### src/rtl/life_gen_ctrl_if.sv
// Bundle between the life generation controller, its user/timer sources and the 4x4 cell array.
// The controller takes the slave side; whatever drives requests and models the array takes master.
interface life_gen_ctrl_if #(
    parameter int GEN_W = 16
);
    logic             tick;
    logic             frame;
    logic             run_mode;
    logic             step_req;
    logic             load_req;
    logic [15:0]      load_pattern;
    logic [1:0]       usr_row;
    logic [1:0]       usr_col;
    logic             usr_val;
    logic             usr_we;
    logic [15:0]      alive;
    logic [1:0]       arr_row;
    logic [1:0]       arr_col;
    logic             arr_val;
    logic             arr_we;
    logic             arr_run;
    logic             busy;
    logic [GEN_W-1:0] gen_count;
    logic             stable;

    modport master (
        output tick, frame, run_mode, step_req, load_req, load_pattern,
               usr_row, usr_col, usr_val, usr_we, alive,
        input  arr_row, arr_col, arr_val, arr_we, arr_run, busy, gen_count, stable
    );

    modport slave (
        input  tick, frame, run_mode, step_req, load_req, load_pattern,
               usr_row, usr_col, usr_val, usr_we, alive,
        output arr_row, arr_col, arr_val, arr_we, arr_run, busy, gen_count, stable
    );
endinterface

### src/rtl/life_gen_ctrl.sv
// Sequencer owning the life array write port and run strobe: user writes, 16-cell loads, generation steps.
// Define LIFE_GEN_CTRL_STALL_DETECT_EN to enable board-stable detection and tick auto-pause.
module life_gen_ctrl #(
    parameter int GEN_W      = 16,
    parameter bit FRAME_SYNC = 1'b1
) (
    input logic            clk,
    input logic            reset,
    life_gen_ctrl_if.slave bus
);
    typedef enum logic [2:0] {IDLE, LOAD, WAIT_FRAME, RUN, CHECK} state_t;

    state_t           state;
    logic             pend;
    logic [3:0]       idx;
    logic [1:0]       row_q;
    logic [1:0]       col_q;
    logic             val_q;
    logic             we_q;
    logic             run_q;
    logic             busy_q;
    logic [GEN_W-1:0] gen_q;
    logic             pause;
    logic             pend_set;

    assign pend_set = (bus.tick & bus.run_mode & ~pause) | bus.step_req;

    // arr_run is raised on entry to RUN so the array updates at the end of RUN
    // and CHECK already sees the new board.
    always_ff @(posedge clk or posedge reset) begin
        if (reset) begin
            state  <= IDLE;
            pend   <= 1'b0;
            idx    <= 4'd0;
            row_q  <= 2'd0;
            col_q  <= 2'd0;
            val_q  <= 1'b0;
            we_q   <= 1'b0;
            run_q  <= 1'b0;
            busy_q <= 1'b0;
            gen_q  <= '0;
        end else begin
            we_q  <= 1'b0;
            run_q <= 1'b0;
            pend  <= pend | pend_set;
            case (state)
                IDLE: begin
                    if (bus.load_req) begin
                        state  <= LOAD;
                        busy_q <= 1'b1;
                        idx    <= 4'd0;
                        gen_q  <= '0;
                        pend   <= pend_set;
                    end else if (bus.usr_we) begin
                        we_q  <= 1'b1;
                        row_q <= bus.usr_row;
                        col_q <= bus.usr_col;
                        val_q <= bus.usr_val;
                    end else if (pend) begin
                        busy_q <= 1'b1;
                        if (FRAME_SYNC) begin
                            state <= WAIT_FRAME;
                        end else begin
                            state <= RUN;
                            run_q <= 1'b1;
                        end
                    end
                end
                LOAD: begin
                    we_q  <= 1'b1;
                    row_q <= idx[3:2];
                    col_q <= idx[1:0];
                    val_q <= bus.load_pattern[idx];
                    idx   <= idx + 4'd1;
                    if (idx == 4'd15) begin
                        state  <= IDLE;
                        busy_q <= 1'b0;
                    end
                end
                WAIT_FRAME: begin
                    if (bus.load_req) begin
                        state <= LOAD;
                        idx   <= 4'd0;
                        gen_q <= '0;
                        pend  <= pend_set;
                    end else if (bus.frame) begin
                        state <= RUN;
                        run_q <= 1'b1;
                    end
                end
                RUN: begin
                    gen_q <= gen_q + GEN_W'(1);
                    pend  <= pend_set;
                    state <= CHECK;
                end
                CHECK: begin
                    state  <= IDLE;
                    busy_q <= 1'b0;
                end
                default: begin
                    state  <= IDLE;
                    busy_q <= 1'b0;
                end
            endcase
        end
    end

`ifdef LIFE_GEN_CTRL_STALL_DETECT_EN
    logic [15:0] snapshot;
    logic        stable_q;

    always_ff @(posedge clk or posedge reset) begin
        if (reset) begin
            snapshot <= 16'd0;
            stable_q <= 1'b0;
        end else begin
            if (state == RUN)
                snapshot <= bus.alive;
            if ((state == IDLE || state == WAIT_FRAME) && bus.load_req)
                stable_q <= 1'b0;
            else if (state == IDLE && bus.usr_we)
                stable_q <= 1'b0;
            else if (state == CHECK)
                stable_q <= (bus.alive == snapshot);
        end
    end

    assign pause      = stable_q & bus.run_mode;
    assign bus.stable = stable_q;
`else
    assign pause      = 1'b0;
    assign bus.stable = 1'b0;
`endif

    assign bus.arr_row   = row_q;
    assign bus.arr_col   = col_q;
    assign bus.arr_val   = val_q;
    assign bus.arr_we    = we_q;
    assign bus.arr_run   = run_q;
    assign bus.busy      = busy_q;
    assign bus.gen_count = gen_q;
endmodule

### src/flat_wrapper.sv
// flat-port wrapper written by rule: the top's interface ports become plain ports
module life_gen_ctrl_flat 
#(
    parameter int GEN_W      = 16,
    parameter bit FRAME_SYNC = 1'b1
)
  (clk, reset, bus_tick, bus_frame, bus_run_mode, bus_step_req, bus_load_req, bus_load_pattern, bus_usr_row, bus_usr_col, bus_usr_val, bus_usr_we, bus_alive, bus_arr_row, bus_arr_col, bus_arr_val, bus_arr_we, bus_arr_run, bus_busy, bus_gen_count, bus_stable);
  life_gen_ctrl_if #(.GEN_W(GEN_W)) bus_i ();
  input logic clk;
  input logic reset;
  input wire logic [$bits(bus_i.tick)-1:0] bus_tick;
  input wire logic [$bits(bus_i.frame)-1:0] bus_frame;
  input wire logic [$bits(bus_i.run_mode)-1:0] bus_run_mode;
  input wire logic [$bits(bus_i.step_req)-1:0] bus_step_req;
  input wire logic [$bits(bus_i.load_req)-1:0] bus_load_req;
  input wire logic [$bits(bus_i.load_pattern)-1:0] bus_load_pattern;
  input wire logic [$bits(bus_i.usr_row)-1:0] bus_usr_row;
  input wire logic [$bits(bus_i.usr_col)-1:0] bus_usr_col;
  input wire logic [$bits(bus_i.usr_val)-1:0] bus_usr_val;
  input wire logic [$bits(bus_i.usr_we)-1:0] bus_usr_we;
  input wire logic [$bits(bus_i.alive)-1:0] bus_alive;
  output wire logic [$bits(bus_i.arr_row)-1:0] bus_arr_row;
  output wire logic [$bits(bus_i.arr_col)-1:0] bus_arr_col;
  output wire logic [$bits(bus_i.arr_val)-1:0] bus_arr_val;
  output wire logic [$bits(bus_i.arr_we)-1:0] bus_arr_we;
  output wire logic [$bits(bus_i.arr_run)-1:0] bus_arr_run;
  output wire logic [$bits(bus_i.busy)-1:0] bus_busy;
  output wire logic [$bits(bus_i.gen_count)-1:0] bus_gen_count;
  output wire logic [$bits(bus_i.stable)-1:0] bus_stable;
  assign bus_i.tick = bus_tick;
  assign bus_i.frame = bus_frame;
  assign bus_i.run_mode = bus_run_mode;
  assign bus_i.step_req = bus_step_req;
  assign bus_i.load_req = bus_load_req;
  assign bus_i.load_pattern = bus_load_pattern;
  assign bus_i.usr_row = bus_usr_row;
  assign bus_i.usr_col = bus_usr_col;
  assign bus_i.usr_val = bus_usr_val;
  assign bus_i.usr_we = bus_usr_we;
  assign bus_i.alive = bus_alive;
  assign bus_arr_row = bus_i.arr_row;
  assign bus_arr_col = bus_i.arr_col;
  assign bus_arr_val = bus_i.arr_val;
  assign bus_arr_we = bus_i.arr_we;
  assign bus_arr_run = bus_i.arr_run;
  assign bus_busy = bus_i.busy;
  assign bus_gen_count = bus_i.gen_count;
  assign bus_stable = bus_i.stable;
  life_gen_ctrl #(.GEN_W(GEN_W), .FRAME_SYNC(FRAME_SYNC)) u_core (.clk(clk), .reset(reset), .bus(bus_i));
endmodule
### config.mk
export PLATFORM = sky130hd
export DESIGN_NAME = life_gen_ctrl_flat
export DESIGN_NICKNAME = d
export VERILOG_FILES = /design/src/rtl/life_gen_ctrl_if.sv /design/src/rtl/life_gen_ctrl.sv /design/src/flat_wrapper.sv
export SDC_FILE = /design/constraint.sdc
export NUM_CORES = 1
export LEC_CHECK = 0
export CORE_ASPECT_RATIO = 0.5
export CORE_MARGIN = 3
export CORE_UTILIZATION = 45
export CTS_BUF_LIST = sky130_fd_sc_hd__clkbuf_4 sky130_fd_sc_hd__clkbuf_8
export DETAILED_ROUTE_END_ITERATION = 16
export MAX_ROUTING_LAYER = met4
export PLACE_DENSITY = 0.82
export SYNTH_ARGS = -nofsm -noshare
export SYNTH_HDL_FRONTEND = slang
export SYNTH_SLANG_ARGS = --single-unit
### constraint.sdc
create_clock -name clk -period 2.5 [get_ports clk]
set_input_delay 0.5 -clock clk [delete_from_list [all_inputs] [get_ports clk]]
set_output_delay 0.5 -clock clk [all_outputs]
set_load 0.05 [all_outputs]
==> flow_summary.toml <==
[place]
post_dp_cell_area_mm2 = 0.002243
port_buffers = 52
dp_cells = 256
hpwl_mm = 2.663
gp_congestion = 0.8065

[worst_hold_path]
hold_class = "register to register"
hp-start = "u_core.bus.gen_count[15]"

[power]
ir_drop_mv = 0.2889
leakage_nw = 1.072
p_per_area_mw_per_mm2 = 889.7

[route]
vias_per_cell = 5.390
postRouteAntennaNets = 0
first_pass_iters = 4
drc = 0
wire_per_inst_um = 13.84
drt-total-wl_mm = 3.655
drt_iter0_drc = 31
vias = 1423

[clock_tree]
post_cts_resized = 0
cts.sinks = 32
cts_max_level = 2
numCtsBuffers = 5
cts_root_buffer = "clkbuf_8"
post_cts_buffers = 0
insertion_delay_ps = 280
clock_path_buffers = 2
cts_tree = "done"
hold_buffers = 0
clk_pin_slew_ps = 70

[worst_setup_path]
path_buf_inv = 1
worstSetupStartpointType = "register"
startpoint = "u_core.bus.gen_count[5]"
cp-endpoint = "bus_gen_count[5]"
end_kind = "output pin"
critPathMaxStageDelay_ps = 860
cp_cell_sequence = "clkdlybuf4s50_1"
reg2reg_from = "u_core.state[0]"
required_ps = 2000
critical_path.max_fanout = 7
r2r_end = "u_core.bus.arr_val"
path_class = "register to output pin"
cpMaxStageDelayCell = "clkdlybuf4s50_1"
cpLargestDelayFamily = "buffers and inverters"
worst-path-stages = 1
reg2reg_setup_slack_ps = 830
reg2reg_depth = 4
worstPathArrival_ps = 1630

[die]
start_util_pct = 48.22
coreArea_mm2 = 0.003547
rows = 15
die_area_mm2 = 0.004622
die_w_um = 93.19
num_io_pins = 70
die_height_um = 49.60

[logic_synthesis]
synth.cells.most_frequent = "32 x dfrtp_1, 22 x nand2_1, 15 x o21ai_0"
ys_types = 40
synth.area.top_cells = "dfrtp_1 47%, mux2i_1 8.2%, mux4_2 5.3%"
ys_seq_area_share_pct = 46.82
synth_edf_count = 0
yosysWarnings = 0
syn-cell-area_mm2 = 0.001710
netlist_instances = 160
yosysMostFrequentCell = "dfrtp_1"
yosys.area.top_type = "dfrtp_1"
synth_area_per_cell_um2 = 10.69
synth-seq-cells = 32
yosys_most_used_dff = "dfrtp_1"
syn_nets = 207
synth_top_area_share_pct = 46.82
async_flop_share_pct = 100.0

[global_route]
grt_pass1_wl_mm = 6.258
grt_max_degree = 33
grt_pass1_vias = 1344
grt_overflow = 0
grt.total_usage_pct = 17.87
antenna_found_initial = 0

[cells_and_area]
diodes = 0
drive_above_1_share_pct = 10.80
final_cell_area_mm2 = 0.002336
syn2layout_area_growth_pct = 36.58
finalNonFillerCells = 264
nNetsFinal = 259

[timing]
fmax_mhz = 470.3
finalClockSkew_ps = 2.857
hold_violations = 0
rsz0062_at_grt = "false"
setup_violations = 0
period_minus_slack_ps = 2126
finalCritPeriodShare_pct = 85.04
worst_pin_slew_ps = 530.7
max-slew-margin-rel_pct = 64.51
maxSlewViolCount = 0
finalSetupTns_ps = 0

[run_status]
status = "finished clean"

[run]
maxCapViolCount = 0
[cell type report]
| type | count | area, um2 |
|---|---|---|
| Sequential cell | 32 | 800.8 |
| Tap cell | 51 | 63.81 |
| Fill cell | 276 | 1211 |
| Inverter | 3 | 12.51 |
| Timing Repair Buffer | 53 | 528.0 |
| Clock inverter | 2 | 10.01 |
| Clock buffer | 6 | 82.58 |
| Multi-Input combinational cell | 117 | 838.3 |
[power breakdown]
part           internal [W]  switching (W)  leakage (nW)
logic              0.000372       0.000509         0.607
registers          0.000635       0.000151         0.415
clock network      0.000219       0.000191        0.0510
[registers in the layout, indices dropped and copies added (netlist names)]
register              count
u_core.bus.gen_count     16
u_core.bus.arr_col        2
u_core.bus.arr_we         1
u_core.bus.busy           1
u_core.bus.arr_run        1
u_core.state              3
u_core.pend               1
u_core.bus.arr_val        1
u_core.bus.arr_row        2
u_core.idx                4
[layer usage]
layer  share of wire, %  GRT usage (%)  up-vias
li1                   -              -      689
met1                 44          21.91      699
met3                4.5          5.183        2
met5                  0              -        -
met2                 50          29.08       33
met4               0.85          5.109        0
[layout by cell type, fill, tap and decap left out, drive strengths merged, types with 2 or more instances in the layout]
master and instances:
and3 7, a21oi 2, a221oi 2, inv 2, mux4 4, nand3 8, a31oi 2, nor3 3
nand4 6, dfrtp 32, mux2i 14, o21ai 15, nor3b 2, nor4 3, nand2 22, xor2 2
ha 2, clkinv 3, clkdlybuf4s50 52, clkbuf 6, a22o 2, nor2 11
[cells by family (layout without fill, tap and decap cells)]
logic type                 count (synthesis)  after routing  synth area share (%)
xor gates and xnor gates                   2              2                 1.024
adders and majority gates                  2              2                 1.463
muxes                                     18             18                 13.46
AOI/OAI and AO/OA                         27             27                 10.10
DFF                                       32             32                 46.82
and+or+nand+nor                           67             67                 22.75
other                                      1              1                0.2192
buffers and inverters                     11             64                 4.169
[worst min path at each step]
stage | depth (start not counted) | slack [ps] | to
2_1_floorplan | 1 | 480 | u_core.pend
3_3_place_gp | 1 | 460 | u_core.bus.gen_count[15]
3_5_place_dp | 1 | 480 | u_core.bus.gen_count[15]
4_1_cts | 1 | 500 | u_core.bus.gen_count[15]
5_1_grt | 1 | 530 | u_core.bus.gen_count[15]
6_report | 1 | 490 | u_core.bus.gen_count[15]
[through the flow]
step                hold slack (ps)  total power, W  setup slack, ps  utilization [%]
global route                  528.4        0.002234            310.9            65.86
floorplan                     475.6        0.001454            699.6                -
detailed placement            485.0        0.001683            470.5            63.25
global placement              461.8        0.001664            489.9            63.25
CTS                           496.2        0.002098            363.3            65.86
finish                        493.3        0.002078            373.9            65.86
(Power assumes the default switching activity.)
